**src/rtl/regfile_mp_if.sv**
```systemverilog
// Signal bundle for the multi-port register file with scoreboard.
// Master drives addresses, writes and reserves; slave returns read data and status.
interface regfile_mp_if #(
    parameter int XLEN  = 32,
    parameter int NREGS = 32,
    parameter int NREAD = 2
);
    localparam int AW = $clog2(NREGS);

    logic [NREAD*AW-1:0]   ra;
    logic [NREAD*XLEN-1:0] rd;
    logic [NREAD-1:0]      busy;

    logic                  we_e;
    logic [AW-1:0]         wa_e;
    logic [XLEN-1:0]       wd_e;

    logic                  we_w;
    logic [AW-1:0]         wa_w;
    logic [XLEN-1:0]       wd_w;

    logic                  rsv_en;
    logic [AW-1:0]         rsv_a;

    logic [AW:0]           pend_cnt;

    modport master (
        output ra,
        output we_e, wa_e, wd_e,
        output we_w, wa_w, wd_w,
        output rsv_en, rsv_a,
        input  rd, busy, pend_cnt
    );

    modport slave (
        input  ra,
        input  we_e, wa_e, wd_e,
        input  we_w, wa_w, wd_w,
        input  rsv_en, rsv_a,
        output rd, busy, pend_cnt
    );
endinterface

```
**src/rtl/regfile_mp.sv**
```systemverilog
// Register file: NREAD read ports, Execute/Writeback write ports, pending scoreboard.
// Optional same-cycle write forwarding is enabled by REGFILE_MP_BYPASS_EN.
module regfile_mp #(
    parameter int XLEN  = 32,
    parameter int NREGS = 32,
    parameter int NREAD = 2
) (
    input  logic           clk,
    input  logic           reset_n,
    regfile_mp_if.slave    bus
);
    localparam int AW = $clog2(NREGS);

    logic [XLEN-1:0]       regs [NREGS];
    logic [NREGS-1:0]      pending;
    logic [AW:0]           cnt;

    logic                  wr_e;
    logic                  wr_w;
    logic                  clr_w;
    logic                  rsv_ok;
    logic [NREGS-1:0]      clr_mask;
    logic [NREGS-1:0]      set_mask;
    logic [NREGS-1:0]      pend_nxt;
    logic                  inc;
    logic                  dec_e;
    logic                  dec_w;
    logic [AW:0]           cnt_nxt;

    logic [NREAD*XLEN-1:0] rd_v;
    logic [NREAD-1:0]      busy_v;
    logic [AW-1:0]         a;
    logic                  hit_e;
    logic                  hit_w;

    // A Writeback colliding with Execute is dropped but still clears pending.
    assign wr_e   = reset_n && bus.we_e && (bus.wa_e != '0);
    assign clr_w  = reset_n && bus.we_w && (bus.wa_w != '0);
    assign wr_w   = clr_w && !(bus.we_e && (bus.wa_e == bus.wa_w));
    assign rsv_ok = reset_n && bus.rsv_en && (bus.rsv_a != '0);

    always_comb begin
        clr_mask = '0;
        set_mask = '0;
        if (wr_e)
            clr_mask[bus.wa_e] = 1'b1;
        if (clr_w)
            clr_mask[bus.wa_w] = 1'b1;
        if (rsv_ok)
            set_mask[bus.rsv_a] = 1'b1;
    end

    assign pend_nxt = (pending & ~clr_mask) | set_mask;

    assign inc   = rsv_ok && !pending[bus.rsv_a];
    assign dec_e = wr_e && pending[bus.wa_e]
                   && !set_mask[bus.wa_e];
    assign dec_w = clr_w && !(wr_e && (bus.wa_e == bus.wa_w))
                   && pending[bus.wa_w]
                   && !set_mask[bus.wa_w];

    assign cnt_nxt = cnt
                   + {{AW{1'b0}}, inc}
                   - {{AW{1'b0}}, dec_e}
                   - {{AW{1'b0}}, dec_w};

    always_ff @(posedge clk) begin
        if (!reset_n) begin
            for (int r = 0; r < NREGS; r++)
                regs[r] <= '0;
            pending <= '0;
            cnt     <= '0;
        end else begin
            if (wr_w)
                regs[bus.wa_w] <= bus.wd_w;
            if (wr_e)
                regs[bus.wa_e] <= bus.wd_e;
            pending <= pend_nxt;
            cnt     <= cnt_nxt;
        end
    end

    always_comb begin
        rd_v   = '0;
        busy_v = '0;
        a      = '0;
        hit_e  = 1'b0;
        hit_w  = 1'b0;
        for (int i = 0; i < NREAD; i++) begin
            a     = bus.ra[i*AW +: AW];
            hit_e = wr_e && (bus.wa_e == a);
            hit_w = clr_w && (bus.wa_w == a);
            if (a != '0) begin
                rd_v[i*XLEN +: XLEN] = regs[a];
                busy_v[i]            = pending[a];
            end
`ifdef REGFILE_MP_BYPASS_EN
            if (hit_e)
                rd_v[i*XLEN +: XLEN] = bus.wd_e;
            else if (hit_w)
                rd_v[i*XLEN +: XLEN] = bus.wd_w;
            if ((hit_e || hit_w) && !set_mask[a])
                busy_v[i] = 1'b0;
`endif
        end
    end

    assign bus.rd       = rd_v;
    assign bus.busy     = busy_v;
    assign bus.pend_cnt = cnt;

    a_cnt_pop: assert property (
        @(posedge clk) disable iff (!reset_n)
        cnt == AW'($countones(pending))
    );

endmodule
```
**src/flat_wrapper.sv**
```systemverilog
// flat-port wrapper written by rule: the top's interface ports become plain ports
module regfile_mp_flat 
#(
    parameter int XLEN  = 32,
    parameter int NREGS = 32,
    parameter int NREAD = 2
)
  (clk, reset_n, bus_ra, bus_we_e, bus_wa_e, bus_wd_e, bus_we_w, bus_wa_w, bus_wd_w, bus_rsv_en, bus_rsv_a, bus_rd, bus_busy, bus_pend_cnt);
  regfile_mp_if #(.XLEN(XLEN), .NREGS(NREGS), .NREAD(NREAD)) bus_i ();
  input  logic clk;
  input  logic reset_n;
  input wire logic [$bits(bus_i.ra)-1:0] bus_ra;
  input wire logic [$bits(bus_i.we_e)-1:0] bus_we_e;
  input wire logic [$bits(bus_i.wa_e)-1:0] bus_wa_e;
  input wire logic [$bits(bus_i.wd_e)-1:0] bus_wd_e;
  input wire logic [$bits(bus_i.we_w)-1:0] bus_we_w;
  input wire logic [$bits(bus_i.wa_w)-1:0] bus_wa_w;
  input wire logic [$bits(bus_i.wd_w)-1:0] bus_wd_w;
  input wire logic [$bits(bus_i.rsv_en)-1:0] bus_rsv_en;
  input wire logic [$bits(bus_i.rsv_a)-1:0] bus_rsv_a;
  output wire logic [$bits(bus_i.rd)-1:0] bus_rd;
  output wire logic [$bits(bus_i.busy)-1:0] bus_busy;
  output wire logic [$bits(bus_i.pend_cnt)-1:0] bus_pend_cnt;
  assign bus_i.ra = bus_ra;
  assign bus_i.we_e = bus_we_e;
  assign bus_i.wa_e = bus_wa_e;
  assign bus_i.wd_e = bus_wd_e;
  assign bus_i.we_w = bus_we_w;
  assign bus_i.wa_w = bus_wa_w;
  assign bus_i.wd_w = bus_wd_w;
  assign bus_i.rsv_en = bus_rsv_en;
  assign bus_i.rsv_a = bus_rsv_a;
  assign bus_rd = bus_i.rd;
  assign bus_busy = bus_i.busy;
  assign bus_pend_cnt = bus_i.pend_cnt;
  regfile_mp #(.XLEN(XLEN), .NREGS(NREGS), .NREAD(NREAD)) u_core (.clk(clk), .reset_n(reset_n), .bus(bus_i));
endmodule
```
**config.mk**
```make
export PLATFORM = sky130hd
export DESIGN_NAME = regfile_mp_flat
export DESIGN_NICKNAME = d
export VERILOG_FILES = /design/src/rtl/regfile_mp_if.sv /design/src/rtl/regfile_mp.sv /design/src/flat_wrapper.sv
export SDC_FILE = /design/constraint.sdc
export NUM_CORES = 2
export LEC_CHECK = 0
export BUFFER_PORTS_ARGS = -buffer_cell sky130_fd_sc_hd__buf_4
export CORE_MARGIN = 3
export CORE_UTILIZATION = 62
export DETAILED_ROUTE_END_ITERATION = 7
export PLACE_DENSITY = 0.79
export SLEW_MARGIN = 20
export SYNTH_ARGS = -nofsm -noshare
export SYNTH_HDL_FRONTEND = slang
export SYNTH_SLANG_ARGS = --single-unit
```
**constraint.sdc**
```tcl
create_clock -name clk -period 10.55 [get_ports clk]
set_input_delay 0.5275 -clock clk [delete_from_list [all_inputs] [get_ports clk]]
set_output_delay 0.5275 -clock clk [all_outputs]
set_load 0.05 [all_outputs]
```
==> results.sh <==
export IMPL_final_period_minus_worst_setup_slack_ns=5.006
export IMPL_dr_total_vias=45950
export IMPL_cp_required_ns=10.02
export IMPL_synth_largest_area_cell="sky130_fd_sc_hd__edfxtp_1"
export IMPL_timing_hold_worst_class="in2reg"
export IMPL_buffer_ports_inserted=165
export IMPL_power_density_cell_area_nw_per_um2=156.7
export IMPL_criticalPathCategory="in2out"
export IMPL_slew_violations=0
export IMPL_globalRoute_totalOverflow=0
export IMPL_initialDrtViolationCount=9441
export IMPL_hold_buffer_count_at_cts=0
export IMPL_worst_path_max_delay_cell="sky130_fd_sc_hd__buf_4"
export IMPL_dieHeight_um=320.7
export IMPL_cts_buffers_inserted=112
export IMPL_routed_wirelength_um=230200
export IMPL_synth_seq_area_share_pct=51.33
export IMPL_rows=114
export IMPL_post_synth_instance_area_um2=61390
export IMPL_crit_fanout=104
export IMPL_outcome="finished clean"
export IMPL_synth_most_common_cell="sky130_fd_sc_hd__edfxtp_1"
export IMPL_worstPathBufferInverterCount=4
export IMPL_grt_first_pass_wirelength_um=323400
export IMPL_number_of_h_tree_branching_levels=3
export IMPL_pre_cts_setup_slack_ns=5.647
export IMPL_track_usage_pct=44.64
export IMPL_synth_largest_type_area_fraction_pct=50.09
export IMPL_clock_path_buffers=3
export IMPL_fp_coreArea_um2=97420
export IMPL_timing_final_crit_share_pct=47.45
export IMPL_critical_path_startpoint_type="primary input"
export IMPL_ioPinCount=166
export IMPL_nets=3885
export IMPL_drc=0
export IMPL_synth_common_cells="sky130_fd_sc_hd__edfxtp_1, sky130_fd_sc_hd__a22o_1, sky130_fd_sc_hd__mux4_2"
export IMPL_whs_ns=0.2141
export IMPL_clock_pin_slew_on_the_worst_setup_and_hold_paths_ns=0.07
export IMPL_first_global_vias=45280
export IMPL_post_cts_resized=0
export IMPL_global_route_usage_met3_pct=20.51
export IMPL_final_util_pct=68.75
export IMPL_max_cap_violations=0
export IMPL_final_worst_setup_slack_ns=5.544
export IMPL_routing_usage_on_met2_pct=63.17
export IMPL_place_detailed_hpwl_um=122200
export IMPL_use_met1_pct=55.77
export IMPL_final_setup_violation_count=0
export IMPL_synth_top_cells_by_area="sky130_fd_sc_hd__edfxtp_1, sky130_fd_sc_hd__mux4_2, sky130_fd_sc_hd__a22o_1, sky130_fd_sc_hd__clkbuf_1, sky130_fd_sc_hd__dfxtp_1"
export IMPL_area_growth_syn_to_layout_pct=9.105
export IMPL_clk_insertion_delay_late_ns=0.71
export IMPL_reg2reg_setup_slack_ns=6.73
export IMPL_timing_slew_headroom_pct=24.31
export IMPL_die_area_um2=102800
export IMPL_ant_nets=0
export IMPL_clock_tree_from_tritoncts="done"
export IMPL_synth_cells=3935
export IMPL_synth_flop_cell="sky130_fd_sc_hd__edfxtp_1"
export IMPL_post_synth_arst_share_pct=0
export IMPL_rsz0062_at_grt="false"
export IMPL_crit_path_max_incr_delay_ns=0.78
export IMPL_post_route_cells_drive_above_1_share_pct=32.02
export IMPL_viasPerCell=8.896
export IMPL_timing_critical_path_arrival_ns=4.48
export IMPL_sum_of_negative_setup_slack_ns=0
export IMPL_synth_warnings=0
export IMPL_wire_per_inst_um=44.57
export IMPL_worst_path_dominant_cell_family="buffers and inverters"
export IMPL_skew_ns=0.01393
export IMPL_synth_edff_count=1024
export IMPL_initial_utilization_pct=63.01
export IMPL_maximum_number_of_pins_on_one_net_before_global_route_repair=157
export IMPL_synth_seq_cells=1062
export IMPL_synth_lib_cells_used_distinct=68
export IMPL_top_usage_layer="met2"
export IMPL_timing_worst_slew_pin_value_ns=1.135
export IMPL_power_ir_vdd_worst_mv=0.1552
export IMPL_max_clock_freq_mhz=199.8
export IMPL_post_cts_setup_buffer_count=0
export IMPL_globalplace_congestion=0.9395
export IMPL_critical_path_endpoint_type="output pin"
export IMPL_timing_critical_path_cells="buf_8, buf_4, buf_12, mux4_2, mux4_2, nand2_1, o21ai_0, buf_4"
export IMPL_grt_antenna_before_repair=16
export IMPL_cts_sink_count=1062
export IMPL_syn_area_per_cell_um2=15.60
export IMPL_die_width_um=320.7
export IMPL_cts_root_buf="sky130_fd_sc_hd__clkbuf_16"
export IMPL_drtPass1Iterations=7
export IMPL_static_leakage_power_uw=0.02236
export IMPL_finalHoldViolCount=0
stage by stage:
stage,area (um2),total power (uW),instances
after floorplan,61500,6120,3966
after global placement,63440,6599,4945
after detailed placement,63440,6642,4945
after CTS,66920,10400,5148
after global routing,66960,10690,5157
final,66980,10490,5165
cell type report:
type / instances / area, um2
Antenna cell: 17 / 42.54
Clock buffer: 136 / 2935
Clock inverter: 67 / 549.3
Fill cell: 6203 / 30440
Inverter: 80 / 302.8
Multi-Input combinational cell: 2236 / 27780
Sequential cell: 1062 / 31510
Tap cell: 1276 / 1597
Timing Repair Buffer: 291 / 2260
report_power, final:
group / total, uW / switching [uW] / internal (uW)
combinational: 1610 / 975 / 635
sequential: 5020 / 138 / 4880
clock: 3870 / 1710 / 2160
registers in the layout, indices dropped and copies added (netlist names):
register	count
u_core.bus.pend_cnt	6
u_core.pending	32
u_core.regs	1024
cells in the final DEF, fill, tap and decap left out, drive strengths merged, types with 6 or more instances in the layout:
master,n
a21oi,26
a22o,993
a22oi,7
and2,14
buf,291
bufinv,8
clkbuf,136
clkinv,51
clkinvlp,6
conb,32
dfxtp,38
diode,17
edfxtp,1024
ha,6
inv,82
mux2i,6
mux4,681
nand2,106
nand3,16
nand4,6
nor2,80
nor3,24
o21ai,80
o221ai,13
or2,8
or3,32
xnor2,8
cell families after synthesis:
| logic type | after synthesis | synth area share (%) |
|---|---|---|
| AOI/OAI and AO/OA | 1161 | 15.92 |
| buffers and inverters | 668 | 4.423 |
| DFF | 1062 | 51.33 |
| xor gates and xnor gates | 13 | 0.1855 |
| muxes | 691 | 25.16 |
| adders and majority gates | 8 | 0.1875 |
| and+or+nand+nor | 331 | 2.796 |
| other | 1 | 0.006109 |
routing by layer:
| layer | vias up | share of wire (%) | wire [um] |
|---|---|---|---|
| li1 | 16470 | - | - |
| met1 | 22440 | 30 | 68300 |
| met2 | 5645 | 43 | 99130 |
| met3 | 1381 | 19 | 44450 |
| met4 | 8 | 7.9 | 18220 |
| met5 | - | 0.057 | 132 |
path summary, 6_finish.rpt:
kind	cells after the start	from	endpoint
worst max-delay path	8	bus_ra[5]	bus_rd[56]
worst min-delay path	2	reset_n	u_core.bus.pend_cnt[0]
worst min register to register	2	u_core.bus.pend_cnt[0]	u_core.bus.pend_cnt[0]
worst max register to register	14	u_core.pending[28]	u_core.bus.pend_cnt[5]
Note: power is estimated with default switching activity, not from simulation.
